### config.mk
export PLATFORM = sky130hd
export DESIGN_NAME = uart_tx_param
export DESIGN_NICKNAME = d
export VERILOG_FILES = /design/src/rtl/uart_tx_param.sv
export SDC_FILE = /design/constraint.sdc
export NUM_CORES = 1
export LEC_CHECK = 0
export CORE_ASPECT_RATIO = 0.6
export CORE_MARGIN = 5
export CORE_UTILIZATION = 30
export CTS_BUF_LIST = sky130_fd_sc_hd__clkbuf_4 sky130_fd_sc_hd__clkbuf_8
export DETAILED_ROUTE_END_ITERATION = 8
export SLEW_MARGIN = 10
export SYNTH_ARGS = -nofsm -noshare
export SYNTH_HDL_FRONTEND = slang
export SYNTH_SLANG_ARGS = --single-unit
### constraint.sdc
create_clock -name clk -period 2.2 [get_ports clk]
set_input_delay 0.33 -clock clk [delete_from_list [all_inputs] [get_ports clk]]
set_output_delay 0.33 -clock clk [all_outputs]
set_load 0.01 [all_outputs]
### src/rtl/uart_tx_param.sv
// uart_tx_param: parametrised UART transmitter with valid/ready input.
// Frame: start, DATA_BITS payload LSB first, optional parity, 1-2 stop bits.
module uart_tx_param #(
    parameter int DATA_BITS    = 8,
    parameter int CLKS_PER_BIT = 16,
    parameter int PARITY       = 0,
    parameter int STOP_BITS    = 1
) (
    input  logic                 clk,
    input  logic                 reset,
    input  logic                 tx_valid,
    input  logic [DATA_BITS-1:0] tx_data,
    output logic                 tx_ready,
    output logic                 tx_out,
    output logic                 tx_done
);

    if (DATA_BITS < 5 || DATA_BITS > 9) begin : g_bad_data
        $error("uart_tx_param: DATA_BITS must be 5..9");
    end
    if (CLKS_PER_BIT < 2) begin : g_bad_clks
        $error("uart_tx_param: CLKS_PER_BIT must be >= 2");
    end
    if (PARITY < 0 || PARITY > 2) begin : g_bad_par
        $error("uart_tx_param: PARITY must be 0, 1 or 2");
    end
    if (STOP_BITS < 1 || STOP_BITS > 2) begin : g_bad_stop
        $error("uart_tx_param: STOP_BITS must be 1 or 2");
    end

    localparam int BAUD_W = $clog2(CLKS_PER_BIT);
    localparam int CNT_W  = $clog2(DATA_BITS) + 1;

    localparam logic [BAUD_W-1:0] BAUD_LAST = BAUD_W'(CLKS_PER_BIT - 1);
    localparam logic [CNT_W-1:0]  DATA_LAST = CNT_W'(DATA_BITS - 1);
    localparam logic [CNT_W-1:0]  STOP_LAST = CNT_W'(STOP_BITS - 1);
    localparam logic              ODD       = (PARITY == 2);
    localparam logic              HAS_PAR   = (PARITY != 0);

    typedef enum logic [2:0] {
        IDLE,
        START,
        DATA,
        PAR,
        STOP
    } state_t;

    state_t               state_q, state_d;
    logic [BAUD_W-1:0]    baud_q, baud_d;
    logic [CNT_W-1:0]     bit_q, bit_d;
    logic [DATA_BITS-1:0] sh_q, sh_d;
    logic                 par_q, par_d;
    logic                 out_q, out_d;
    logic                 ready_q, ready_d;
    logic                 done_q, done_d;
    logic                 baud_last;

    always_ff @(posedge clk) begin
        if (reset) begin
            state_q <= IDLE;
            baud_q  <= '0;
            bit_q   <= '0;
            sh_q    <= '0;
            par_q   <= 1'b0;
            out_q   <= 1'b1;
            ready_q <= 1'b1;
            done_q  <= 1'b0;
        end else begin
            state_q <= state_d;
            baud_q  <= baud_d;
            bit_q   <= bit_d;
            sh_q    <= sh_d;
            par_q   <= par_d;
            out_q   <= out_d;
            ready_q <= ready_d;
            done_q  <= done_d;
        end
    end

    assign baud_last = (baud_q == BAUD_LAST);

    always_comb begin
        state_d = state_q;
        baud_d  = baud_q;
        bit_d   = bit_q;
        sh_d    = sh_q;
        par_d   = par_q;
        out_d   = out_q;
        ready_d = ready_q;
        done_d  = 1'b0;

        if (state_q != IDLE) begin
            baud_d = baud_last ? '0 : baud_q + 1'b1;
        end

        unique case (state_q)
            IDLE: begin
                out_d   = 1'b1;
                ready_d = 1'b1;
                // Output is registered on the accept edge, so the start bit
                // appears on the line with zero added latency.
                if (tx_valid && ready_q) begin
                    sh_d    = tx_data;
                    par_d   = (^tx_data) ^ ODD;
                    state_d = START;
                    out_d   = 1'b0;
                    ready_d = 1'b0;
                    baud_d  = '0;
                end
            end
            START: begin
                if (baud_last) begin
                    state_d = DATA;
                    bit_d   = '0;
                    out_d   = sh_q[0];
                    sh_d    = sh_q >> 1;
                end
            end
            DATA: begin
                if (baud_last) begin
                    if (bit_q == DATA_LAST) begin
                        bit_d = '0;
                        if (HAS_PAR) begin
                            state_d = PAR;
                            out_d   = par_q;
                        end else begin
                            state_d = STOP;
                            out_d   = 1'b1;
                        end
                    end else begin
                        bit_d = bit_q + 1'b1;
                        out_d = sh_q[0];
                        sh_d  = sh_q >> 1;
                    end
                end
            end
            PAR: begin
                if (baud_last) begin
                    state_d = STOP;
                    bit_d   = '0;
                    out_d   = 1'b1;
                end
            end
            STOP: begin
                if (baud_last) begin
                    if (bit_q == STOP_LAST) begin
                        state_d = IDLE;
                        bit_d   = '0;
                        out_d   = 1'b1;
                        ready_d = 1'b1;
                        done_d  = 1'b1;
                    end else begin
                        bit_d = bit_q + 1'b1;
                    end
                end
            end
            default: begin
                state_d = IDLE;
                out_d   = 1'b1;
                ready_d = 1'b1;
            end
        endcase
    end

    assign tx_out   = out_q;
    assign tx_ready = ready_q;
    assign tx_done  = done_q;

endmodule

Yosys cells after proc, flatten, opt, wreduce, memory -nomap -nowiden
Index checks and enable logic that the tools add are counted.
{"block": "op_classes", "muxes": 33, "n_bitwise": 3, "add_sub_neg": 2, "reduce_logical": 14, "n_eq_ne": 15}
{"cell": "$mux W4", "count": 9}
{"cell": "$mux W8", "count": 4}
{"cell": "$pmux W8 S3", "count": 1}
{"cell": "$mux W3", "count": 7}
{"cell": "$ne A2 B2 Y1 const B", "count": 8}
{"cell": "$pmux W3 S5", "count": 1}
{"cell": "$pmux W4 S3", "count": 1}
{"cell": "$reduce_and A5 Y1", "count": 2}
{"cell": "$reduce_bool A3 Y1", "count": 3}
{"cell": "$add A4 B1 Y4 const B", "count": 2}
{"cell": "$mux W1", "count": 8}
{"cell": "$reduce_and A7 Y1", "count": 1}
{"cell": "$eq A3 B2 Y1 const B", "count": 2}
{"cell": "$reduce_or A3 Y1", "count": 2}
{"cell": "$pmux W1 S5", "count": 1}
{"cell": "$eq A4 B3 Y1 const B", "count": 1}
{"cell": "$eq A4 B4 Y1 const B", "count": 1}
{"cell": "$logic_not A4 Y1", "count": 1}
{"cell": "$reduce_and A4 Y1", "count": 1}
{"cell": "$eq A3 B1 Y1 const B", "count": 1}
{"cell": "$eq A3 B3 Y1 const B", "count": 1}
{"cell": "$logic_not A3 Y1", "count": 1}
{"cell": "$not A1 Y1", "count": 3}
{"cell": "$pmux W1 S3", "count": 1}
{"cell": "4 further kinds", "count": 4}
{"block": "word_totals", "out_inout_bits": 3, "reg_bits": 22, "word_cells": 74, "input_bits": 11}

Depth between registers and ports, before layout
Gate-level depths: netlist of the first run.
{"block": "depth", "word_depth": 5, "depth_mapped": 6, "mapped_depth_nobuf": 6}

Worst setup path after synthesis of the first run
Ideal clock, no wire load.
{"block": "synth_path", "kind": "register -> register", "start": "reg bit_q[0]", "end": "reg bit_q[2]", "setup_slack_ns": 0.610, "required_time_ns": 2.078, "arrival_time_ns": 1.468, "stages_incl_launch_ff": 7, "cell_sequence": "dfxtp_1 inv_1 ha_1 or3b_2 nand2_1 a2111oi_0 a311o_1"}
{"block": "synth_between", "elab_chain_len": 4, "elab_cells_between_ends": 8, "cone_classes": "add/sub (1); eq/ne (1); mux (5); reduce/logical (1)"}
{"item": "from (decl)", "line": "50", "source": "logic [CNT_W-1:0] bit_q, bit_d;"}
{"item": "from (signal assigned)", "line": "71", "source": "bit_q <= bit_d;"}
{"item": "$add A4 B1 Y4 (tied with other cells)", "line": "131, 153"}
{"item": "$mux W4, on equally long branches", "line": "146, 121"}
{"item": "$mux W4, on equally long branches", "line": "145, 120"}
{"item": "$pmux W4 S3 *", "line": "96", "source": "unique case (state_q)"}
Mark *: on every way between the ends. The rest lies on a longest branch, timed or not. The select of a mux whose other input is x is not followed.
A chain may end at the register's enable or synchronous reset.

Worst setup path after layout of the first run
{"block": "layout_path", "start": "reg state_q[1]", "end": "reg sh_q[1]"}
{"block": "layout_between", "elab_chain_len": 3, "elab_cells_between_ends": 10, "cone_classes": "eq/ne (6); mux (1); reduce/logical (3)"}
{"item": "from (decl)", "line": "48", "source": "state_t state_q, state_d;"}
{"item": "from (signal assigned)", "line": "69", "source": "state_q <= state_d;"}
{"item": "$eq A3 B2 Y1 (tied with other cells)", "line": "96"}
{"item": "$ne A2 B2 Y1 (no source line) / $reduce_bool A3 Y1 (equally long branches)"}
{"item": "$reduce_and A5 Y1 (no source line)"}
{"item": "to (signal assigned)", "line": "63", "source": "sh_q <= '0;"}
{"item": "to (signal assigned)", "line": "72", "source": "sh_q <= sh_d;"}
{"item": "to (decl)", "line": "51", "source": "logic [DATA_BITS-1:0] sh_q, sh_d;"}
Several ways; a longest one is shown, not always the timed one.

==> results of run 1 <==
sequential cells by signal, indices dropped and copies added, names as in the netlist:
register and count:
tx_ready 1, state_q 3, sh_q 8, bit_q 4, baud_q 4, tx_done 1, tx_out 1
kinds of logic after synthesis:
group                    Yosys count  synth area share, %
AND/OR/NAND/NOR                   57                28.81
XOR/XNOR                           3                2.145
AO/OA/AOI/OAI                     31                17.37
adder cells (fa/ha/maj)            3                3.065
multiplexers                       8                6.538
buffers and inverters             12                6.128
flip-flops                        22                35.95
metal layers:
| metal | routed length (um) | vias up | track usage (%) |
|---|---|---|---|
| met2 | 1378 | 25 | 19.07 |
| met5 | 0 | - | 0 |
| li1 | - | 523 | - |
| met1 | 1205 | 504 | 12.91 |
| met4 | 26 | 0 | 2.537 |
| met3 | 168 | 4 | 3.046 |
power groups by stage:
stage                     logic (mW)  clock network (mW)  registers [mW]
after floorplan                0.113                   0           0.450
after global placement         0.147                   0           0.457
after detailed placement       0.154                   0           0.458
after CTS                      0.155               0.390           0.449
after global routing           0.171               0.405           0.452
final                          0.154               0.378           0.449
cells in the mapped netlist, types with 2 or more instances:
cell type  count  area, um^2
a2111oi_0      2       17.52
a21oi_1        9       45.04
a221oi_1       7       61.31
a31oi_1        2       12.51
and3_1         3       18.77
buf_2          2       10.01
buf_6          3       33.78
dfxtp_1       22       440.4
ha_1           3       37.54
inv_1          4       15.01
mux2i_1        8       80.08
nand2_1       11       41.29
nand2b_1       2       12.51
nand3_1        4       20.02
nand3b_1       2       15.01
nor2_1        14       52.55
nor3_1         5       25.02
o21ai_0        4       20.02
or3b_1         3       26.28
or3b_2         2       17.52
xor2_1         2       17.52
worst reg2reg max path, stage by stage, from the launching register on:
cell      delay (ns)
dfxtp_1         0.61
xor2_1          0.29
and2b_1         0.45
mux2i_1         0.15
a221oi_1        0.32
cell usage in the layout (no fill, tap or decap), types with 2 or more instances in the layout:
cell type	instances
a21oi_1	9
a221oi_1	7
o21ai_0	4
nor3_1	5
clkdlybuf4s50_1	13
nand3_1	4
a31oi_1	2
and3_1	3
clkbuf_8	3
ha_1	3
a2111oi_0	2
inv_1	4
nand2_1	11
xor2_1	2
or3b_2	2
buf_4	2
nand3b_1	2
dfxtp_1	22
nand2b_1	2
mux2i_1	8
nor2_1	14
or3b_1	3
final timing paths:
kind               from  endpoint  slack (ns)
max          state_q[1]   sh_q[1]        0.28
min             sh_q[7]   sh_q[7]        0.48
max reg2reg  state_q[1]   sh_q[1]        0.28
min reg2reg     sh_q[7]   sh_q[7]        0.48
final cells by class:
type                       count  share of cell area [%]
multi-input combinational    102                   49.13
sequential                    22                   30.50
clock buffer                   3                   2.860
inverter                       4                   1.040
timing repair buffer          15                   10.05
tap                           50                   4.333
clock inverter                 1                   2.080
==> reports/results.ini, run 1 <==
[outcome]
outcome = finished clean

[placed_design]
port_buffers = 13
dp.cells = 193
place_congestion = 0.7743
placed_cell_area_mm2 = 0.001373
hpwl_um = 2146
post-place-ws_ns = 0.3037

[power_and_ir_drop]
ir_drop_mv = 0.3074
cellPowerDensity_mw_per_mm2 = 679.5
cellLeakagePower_nw = 0.5193
clock_power_share_pct = 38.6
swShare_pct = 24.15
pwr-share-seq_pct = 45.8
p_int_mw = 0.7442
combPwrFrac_pct = 15.7
netSwitchingPower_mw = 0.2369
fin_total_pwr_mw = 0.9811

[floorplan]
die_h_um = 59.50
coreArea_mm2 = 0.004031
dieArea_mm2 = 0.005503
die_x_um = 92.50
num_rows = 18
start_util_pct = 30.38
io_pins = 14

[clock_tree]
htree_levels = 1
cts_num_sinks = 22
post_cts_buffers = 0
cts.path.max_buffers = 2
path_clk_slew_ns = 0.09
cts_buffers = 3
cts-root-buf = clkbuf_8
cts_tree = built
insertion_delay_ns = 0.27
cts.hold.buffers_added = 0
cts_resized = 0

[logic_synthesis]
synth-edff-count = 0
ys_ff_latch = 22
async_reset_ff_share_pct = 0
synth_cell_types = 43
ys.flop_type = dfxtp_1
ys_warn_count = 0
synth_seq_area_share_pct = 35.96
avgSynthCellArea_um2 = 9.007
syn-num-nets = 150
synthCells = 136
syn_area_mm2 = 0.001225

[drt]
dr.pass1.iters = 6
wl_um = 2778
initialDrtViolationCount = 40
avgViaCountPerCell = 5.360
antenna_left = 0
drc = 0
num_vias = 1056
avgRoutedWirePerCell_um = 14.10

[timing]
worstMarginPinSlew_ns = 0.5932
hold_slack_ns = 0.4826
final_hold_viol_count = 0
fin_ws_ns = 0.2832
rsz0062_at_grt = no
maxSlewHeadroom_pct = 60.15
finalCriticalPeriod_ns = 1.917
drv_slew = 0
finClkSkew_ns = 0.009226
setup_viol = 0
tns_ns = 0
max_freq_mhz = 521.7
post-route-period-util_pct = 87.13

[worst_hold_path]
whs_path_depth = 2
min_path_type = reg2reg

[flow_run]
cap_viol_max_count = 0

[finish]
utilization_pct = 35.82
final_cells = 197
diodes = 0
drive_above_1_share_pct = 8.844
nets = 162
fin_area_mm2 = 0.001444
fill_cells = 421
multi_input_area_um2 = 709.4
regArea_um2 = 440.4
syn_to_final_growth_pct = 17.87

[worst_setup_path]
criticalPathCategory = reg2reg
crit_required_ns = 2.37
cp_cell_sequence = xor2_1 -> and2b_1 -> mux2i_1 -> a221oi_1
slowest_delay_ns = 0.61
r2r_cells = 4
cp.depth = 4
cp_slowest_cell = dfxtp_1
cp.arrival_ns = 2.08
critPathLaunchType = register
setup.worst_path.end_class = register
path_buf_inv = 0
critPathTopFamily = flip-flops
cp_max_fo = 12

[grt]
antenna_found_initial = 0
grt_pass1_vias = 1035
grtUsageTotal_pct = 10.69
grt_max_degree = 16
grt_pass1_wl_um = 4643
grt-ovfl-total = 0

(Power assumes the default switching activity.)
==> run 2, diff against run 1 <==
CAP_MARGIN = 20   (was unset)
CTS_CLUSTER_SIZE = 24   (was unset)
GPL_TIMING_DRIVEN = 0   (was unset)
==> run 2 against run 1 <==
  * Clock-buffer cell count grew 1
  * Wire length shrank 0.29%
  * Via count grew 1.0%
  * Critical endpoint is now sh_q[7]
  * Largest power group unchanged
==> reports/results.ini, run 2 (synthesis results as in run 1) <==
[power_and_ir_drop]
swShare_pct = 26.39  ; was 24.15%
cellLeakagePower_nw = 0.5418  ; was 0.5193 nW
pwr-share-seq_pct = 48.8  ; was 45.8%
clock_power_share_pct = 32.6  ; was 38.6%
cellPowerDensity_mw_per_mm2 = 616.4  ; was 679.5 mW/mm^2
combPwrFrac_pct = 18.6  ; was 15.7%
netSwitchingPower_mw = 0.2396  ; was 0.2369 mW
p_int_mw = 0.6682  ; was 0.7442 mW
ir_drop_mv = 0.4362  ; was 0.3074 mV
fin_total_pwr_mw = 0.9078  ; was 0.9811 mW

[floorplan]
io_pins = 14  ; unchanged
coreArea_mm2 = 0.004031  ; unchanged
dieArea_mm2 = 0.005503  ; unchanged
start_util_pct = 30.38  ; unchanged
num_rows = 18  ; unchanged
die_h_um = 59.50  ; unchanged
die_x_um = 92.50  ; unchanged

[drt]
antenna_left = 0  ; unchanged
num_vias = 1067  ; was 1056
drc = 0  ; unchanged
wl_um = 2770  ; was 2778 um
avgViaCountPerCell = 5.256  ; was 5.360
avgRoutedWirePerCell_um = 13.65  ; was 14.10 um
initialDrtViolationCount = 80  ; was 40
dr.pass1.iters = 4  ; was 6

[clock_tree]
post_cts_buffers = 0  ; unchanged
htree_levels = 1  ; unchanged
path_clk_slew_ns = 0.08  ; was 0.09 ns
cts-root-buf = clkbuf_8  ; unchanged
cts_buffers = 3  ; unchanged
insertion_delay_ns = 0.26  ; was 0.27 ns
cts.hold.buffers_added = 0  ; unchanged
cts.path.max_buffers = 2  ; unchanged
cts_tree = built  ; unchanged
cts_num_sinks = 22  ; unchanged
cts_resized = 0  ; unchanged

[grt]
grt_pass1_wl_um = 4616  ; was 4643 um
antenna_found_initial = 0  ; unchanged
grt_pass1_vias = 987  ; was 1035
grtUsageTotal_pct = 10.58  ; was 10.69%
grt-ovfl-total = 0  ; unchanged
grt_max_degree = 13  ; was 16

[worst_setup_path]
reg2reg_slack_ns = 0.40  ; was 0.28 ns
critPathLaunchType = register  ; unchanged
criticalPathCategory = reg2reg  ; unchanged
cp_max_fo = 8  ; was 12
crit_required_ns = 2.40  ; was 2.37 ns
setup.worst_path.end_class = register  ; unchanged
cp.arrival_ns = 2.00  ; was 2.08 ns

[outcome]
outcome = finished clean  ; unchanged

[finish]
syn_to_final_growth_pct = 20.22  ; was 17.87%
nets = 168  ; was 162
drive_above_1_share_pct = 11.76  ; was 8.844%
fill_cells = 399  ; was 421
layout_common_cells = dfxtp_1, nor2_1, clkdlybuf4s50_1, nand2_1, a21oi_1  ; unchanged
fin_area_mm2 = 0.001473  ; was 0.001444 mm^2
final_common_cell = dfxtp_1  ; unchanged
diodes = 0  ; unchanged
reg.largest.list = sh_q x8, baud_q x4, bit_q x4  ; unchanged
top_register = sh_q  ; unchanged
largest_reg_flops = 8  ; unchanged

[timing]
final_hold_viol_count = 0  ; unchanged
finalCriticalPeriod_ns = 1.801  ; was 1.917 ns
max_freq_mhz = 555.3  ; was 521.7 MHz
tns_ns = 0  ; unchanged
setup_viol = 0  ; unchanged
worstMarginPinSlew_ns = 0.5987  ; was 0.5932 ns
fin_ws_ns = 0.3991  ; was 0.2832 ns
maxSlewHeadroom_pct = 59.78  ; was 60.15%
finClkSkew_ns = 0.002425  ; was 0.009226 ns
post-route-period-util_pct = 81.86  ; was 87.13%
drv_slew = 0  ; unchanged
hold_slack_ns = 0.4797  ; was 0.4826 ns
rsz0062_at_grt = no  ; unchanged

[placed_design]
hpwl_um = 2153  ; was 2146 um
placed_cell_area_mm2 = 0.001418  ; was 0.001373 mm^2
place_congestion = 0.8232  ; was 0.7743
port_buffers = 13  ; unchanged
post-place-ws_ns = 0.2876  ; was 0.3037 ns

[flow_run]
cap_viol_max_count = 0  ; unchanged

[worst_hold_path]
min_path_type = reg2reg  ; unchanged

## run 2: path summary, 6_finish.rpt
path / startpoint / cells after the start / endpoint
setup reg to reg: baud_q[0] / 6 / sh_q[7]
hold / removal: sh_q[7] / 2 / sh_q[7]
setup / recovery: baud_q[0] / 6 / sh_q[7]
hold reg to reg: sh_q[7] / 2 / sh_q[7]
## run 2: power by group through the flow
stage / clock network (mW) / registers [mW] / logic [mW]
2_1_floorplan: 0 / 0.450 / 0.113
3_3_place_gp: 0 / 0.451 / 0.165
3_5_place_dp: 0 / 0.453 / 0.169
4_1_cts: 0.307 / 0.443 / 0.170
5_1_grt: 0.325 / 0.446 / 0.189
6_report: 0.296 / 0.443 / 0.169
## run 2: area by class of cell
| type | count | area [um^2] | share of cell area, % |
|---|---|---|---|
| buffer | 8 | 60.06 | 4.078 |
| inverter | 4 | 15.01 | 1.020 |
| clock buffer | 4 | 55.05 | 3.738 |
| sequential | 22 | 440.4 | 29.91 |
| tap | 50 | 62.56 | 4.248 |
| timing repair buffer | 13 | 130.1 | 8.836 |
| multi-input combinational | 102 | 709.4 | 48.17 |
## run 2: per-layer routing
layer  track usage [%]  routed length, um  share of wire (%)
met1             15.04               1463                 53
met3             2.792                 95                3.4
met4             1.903                 16               0.58
met5                 0                  0                  0
met2             16.29               1194                 43
## run 2: worst max-delay path: stages (launching register included)
cell	delay (ns)
dfxtp_1	0.38
ha_1	0.23
and3_1	0.16
buf_2	0.18
nand4b_2	0.28
o21ai_2	0.28
mux2i_1	0.23
## run 2: through the flow
| stage | util, % | std cells |
|---|---|---|
| 6_report | 36.53 | 203 |
| 5_1_grt | 36.53 | 203 |
| 4_1_cts | 36.53 | 203 |
| 3_5_place_dp | 35.16 | 199 |
| 3_3_place_gp | 35.16 | 199 |
| 2_1_floorplan | - | 136 |
==> edit (config.mk and constraints of run 1) <==
`PARITY`: 0 -> 1.
--- a/src/rtl/uart_tx_param.sv
+++ b/src/rtl/uart_tx_param.sv
@@ -3,7 +3,7 @@
 module uart_tx_param #(
     parameter int DATA_BITS    = 8,
     parameter int CLKS_PER_BIT = 16,
-    parameter int PARITY       = 0,
+    parameter int PARITY       = 1,
     parameter int STOP_BITS    = 1
 ) (
     input  logic                 clk,
Check against the original RTL: same outputs for any inputs over 10 cycles, from zero or initial values and one cycle with reset high; that may be too few to reach the edited logic, so the function may still have changed.
==> edit against run 1 <==
- cell count grew 27%
- worst setup slack better by 0.029 ns
- critical path depth up 1
- clock skew decreased by 0.0065 ns
- area after synthesis is 19% higher
- cell area rose by 18%
- wire length is 36% higher
- sequential share of layout area decreased by 3.5 points
- sequential cell count grew 1
- die area is 16% higher
- worst hold slack lost 0.0045 ns
- highest routed layer unchanged
Power is not compared: it rests on default switching activity, and its combinational part moved more than twofold at a synthesized area within 25%.
==> edit: results (changes against run 1) <==
Synth
  – Commonest cells in the netlist: dfxtp_1 (23), a21oi_1 (22), o21ai_0 (13), nor3b_1 (9)
  – Post-synthesis sequential area ratio: 0.316 (-0.0431)
  – Yosys cell types: 44 (+2.3%)
  – Synthesized net count: 190 (+27%)
  – Largest cells by area after synthesis: dfxtp_1 (32%), a21oi_1 (7.6%), xnor2_1 (4.8%)

Worst setup path
  – Reg-to-Reg End: tx_out
  – R2r worst-path depth: 5 (+1)
  – Critical path launch point: baud_q[0]
  – Crit path DAT: 2.05 ns (-0.03 ns)
  – Worst path max stage delay: 0.45 ns (-0.16 ns)
  – CP max FO: 9 (-3)
  – R2R Setup Slk: 0.31 ns (+0.03 ns)

Global route
  – Pin count of the biggest net entering global routing: 30 (+14)
  – Gr usage total: 0.120 (+0.0133)
  – First-pass GRT wire length: 6.11 mm (+32%)
  – Initial antenna violation count: 0 (unchanged)
  – Vias in the first global route: 1,184 (+14%)

Cells and area
  – Fraction of layout cells with a size suffix above 1: 0.0957 (+0.00731)
  – Net count, final: 203 (+25%)

Placement
  – Dpl cells: 247 (+28%)
  – Gp weighted congestion: 0.816 (+5.4%)
  – DP Wirelength: 2.83 mm (+32%)

Route
  – Vias: 1,378 (+30%)
  – 1st-iter DRT viols: 85 (+110%)
  – DRT Pass-1 Iters: 4 (-2)
  – DR WL/cell: 15.0 um (+6.6%)
  – Vias per inst: 5.49 (+2.4%)

STA
  – Clk_skew: 0.00269 ns (-0.00654 ns)
  – Worst Tran Pin Value: 0.647 ns (+0.0540 ns)

Outcome
  – Status: finished, final reports clean
==> edit: per-layer routing <==
metal  share of wire  track usage
met4          0.0069       0.0307
met1            0.58        0.207
met2            0.35        0.136
met3           0.064       0.0283
met5               0            0
==> edit: logic make-up after synthesis <==
group | after synthesis | synth area share
AOI/OAI and AO/OA | 66 | 0.298
DFF | 23 | 0.316
adders and majority gates | 3 | 0.0258
and+or+nand+nor | 55 | 0.228
muxes | 3 | 0.0215
buffers and inverters | 18 | 0.0619
xor gates and xnor gates | 8 | 0.0482
==> edit: through the flow <==
stage	setup WS (ns)	hold slack (ns)	cell area, sq um
finish	0.313	0.478	1700
global route	0.186	0.508	1700
CTS	0.349	0.480	1700
detailed placement	0.268	0.466	1660
global placement	0.304	0.461	1660
floorplan	0.568	0.406	1460
==> edit: cell type report <==
class,instances,share of cell area
clock inverter,1,0.00294
timing repair buffer,22,0.116
clock buffer,3,0.0242
multi-input combinational,135,0.531
inverter,4,0.00882
tap,63,0.0463
sequential,23,0.270
==> edit: power by group <==
| part | internal, mW | total [mW] | switching [mW] |
|---|---|---|---|
| combinational | 0.169 | 0.373 | 0.204 |
| clock | 0.127 | 0.279 | 0.152 |
| sequential | 0.456 | 0.493 | 0.0376 |
| total | 0.751 | 1.14 | 0.394 |
==> edit: how the worst min path moves through the flow <==
stage | from | to | cells past startpoint
after floorplan | reset | tx_done | 1
after global placement | sh_q[7] | sh_q[7] | 2
after detailed placement | sh_q[1] | sh_q[1] | 2
after CTS | sh_q[7] | sh_q[7] | 2
after global routing | sh_q[7] | sh_q[7] | 2
final | sh_q[1] | sh_q[1] | 2
==> edit: critical path: cells and delay by family, from the launching register on <==
kind                     cells  cell delay (ns)
flip-flops                   1             0.34
adder cells (fa/ha/maj)      1             0.24
AND/OR/NAND/NOR              1             0.31
AO/OA/AOI/OAI                3             0.89
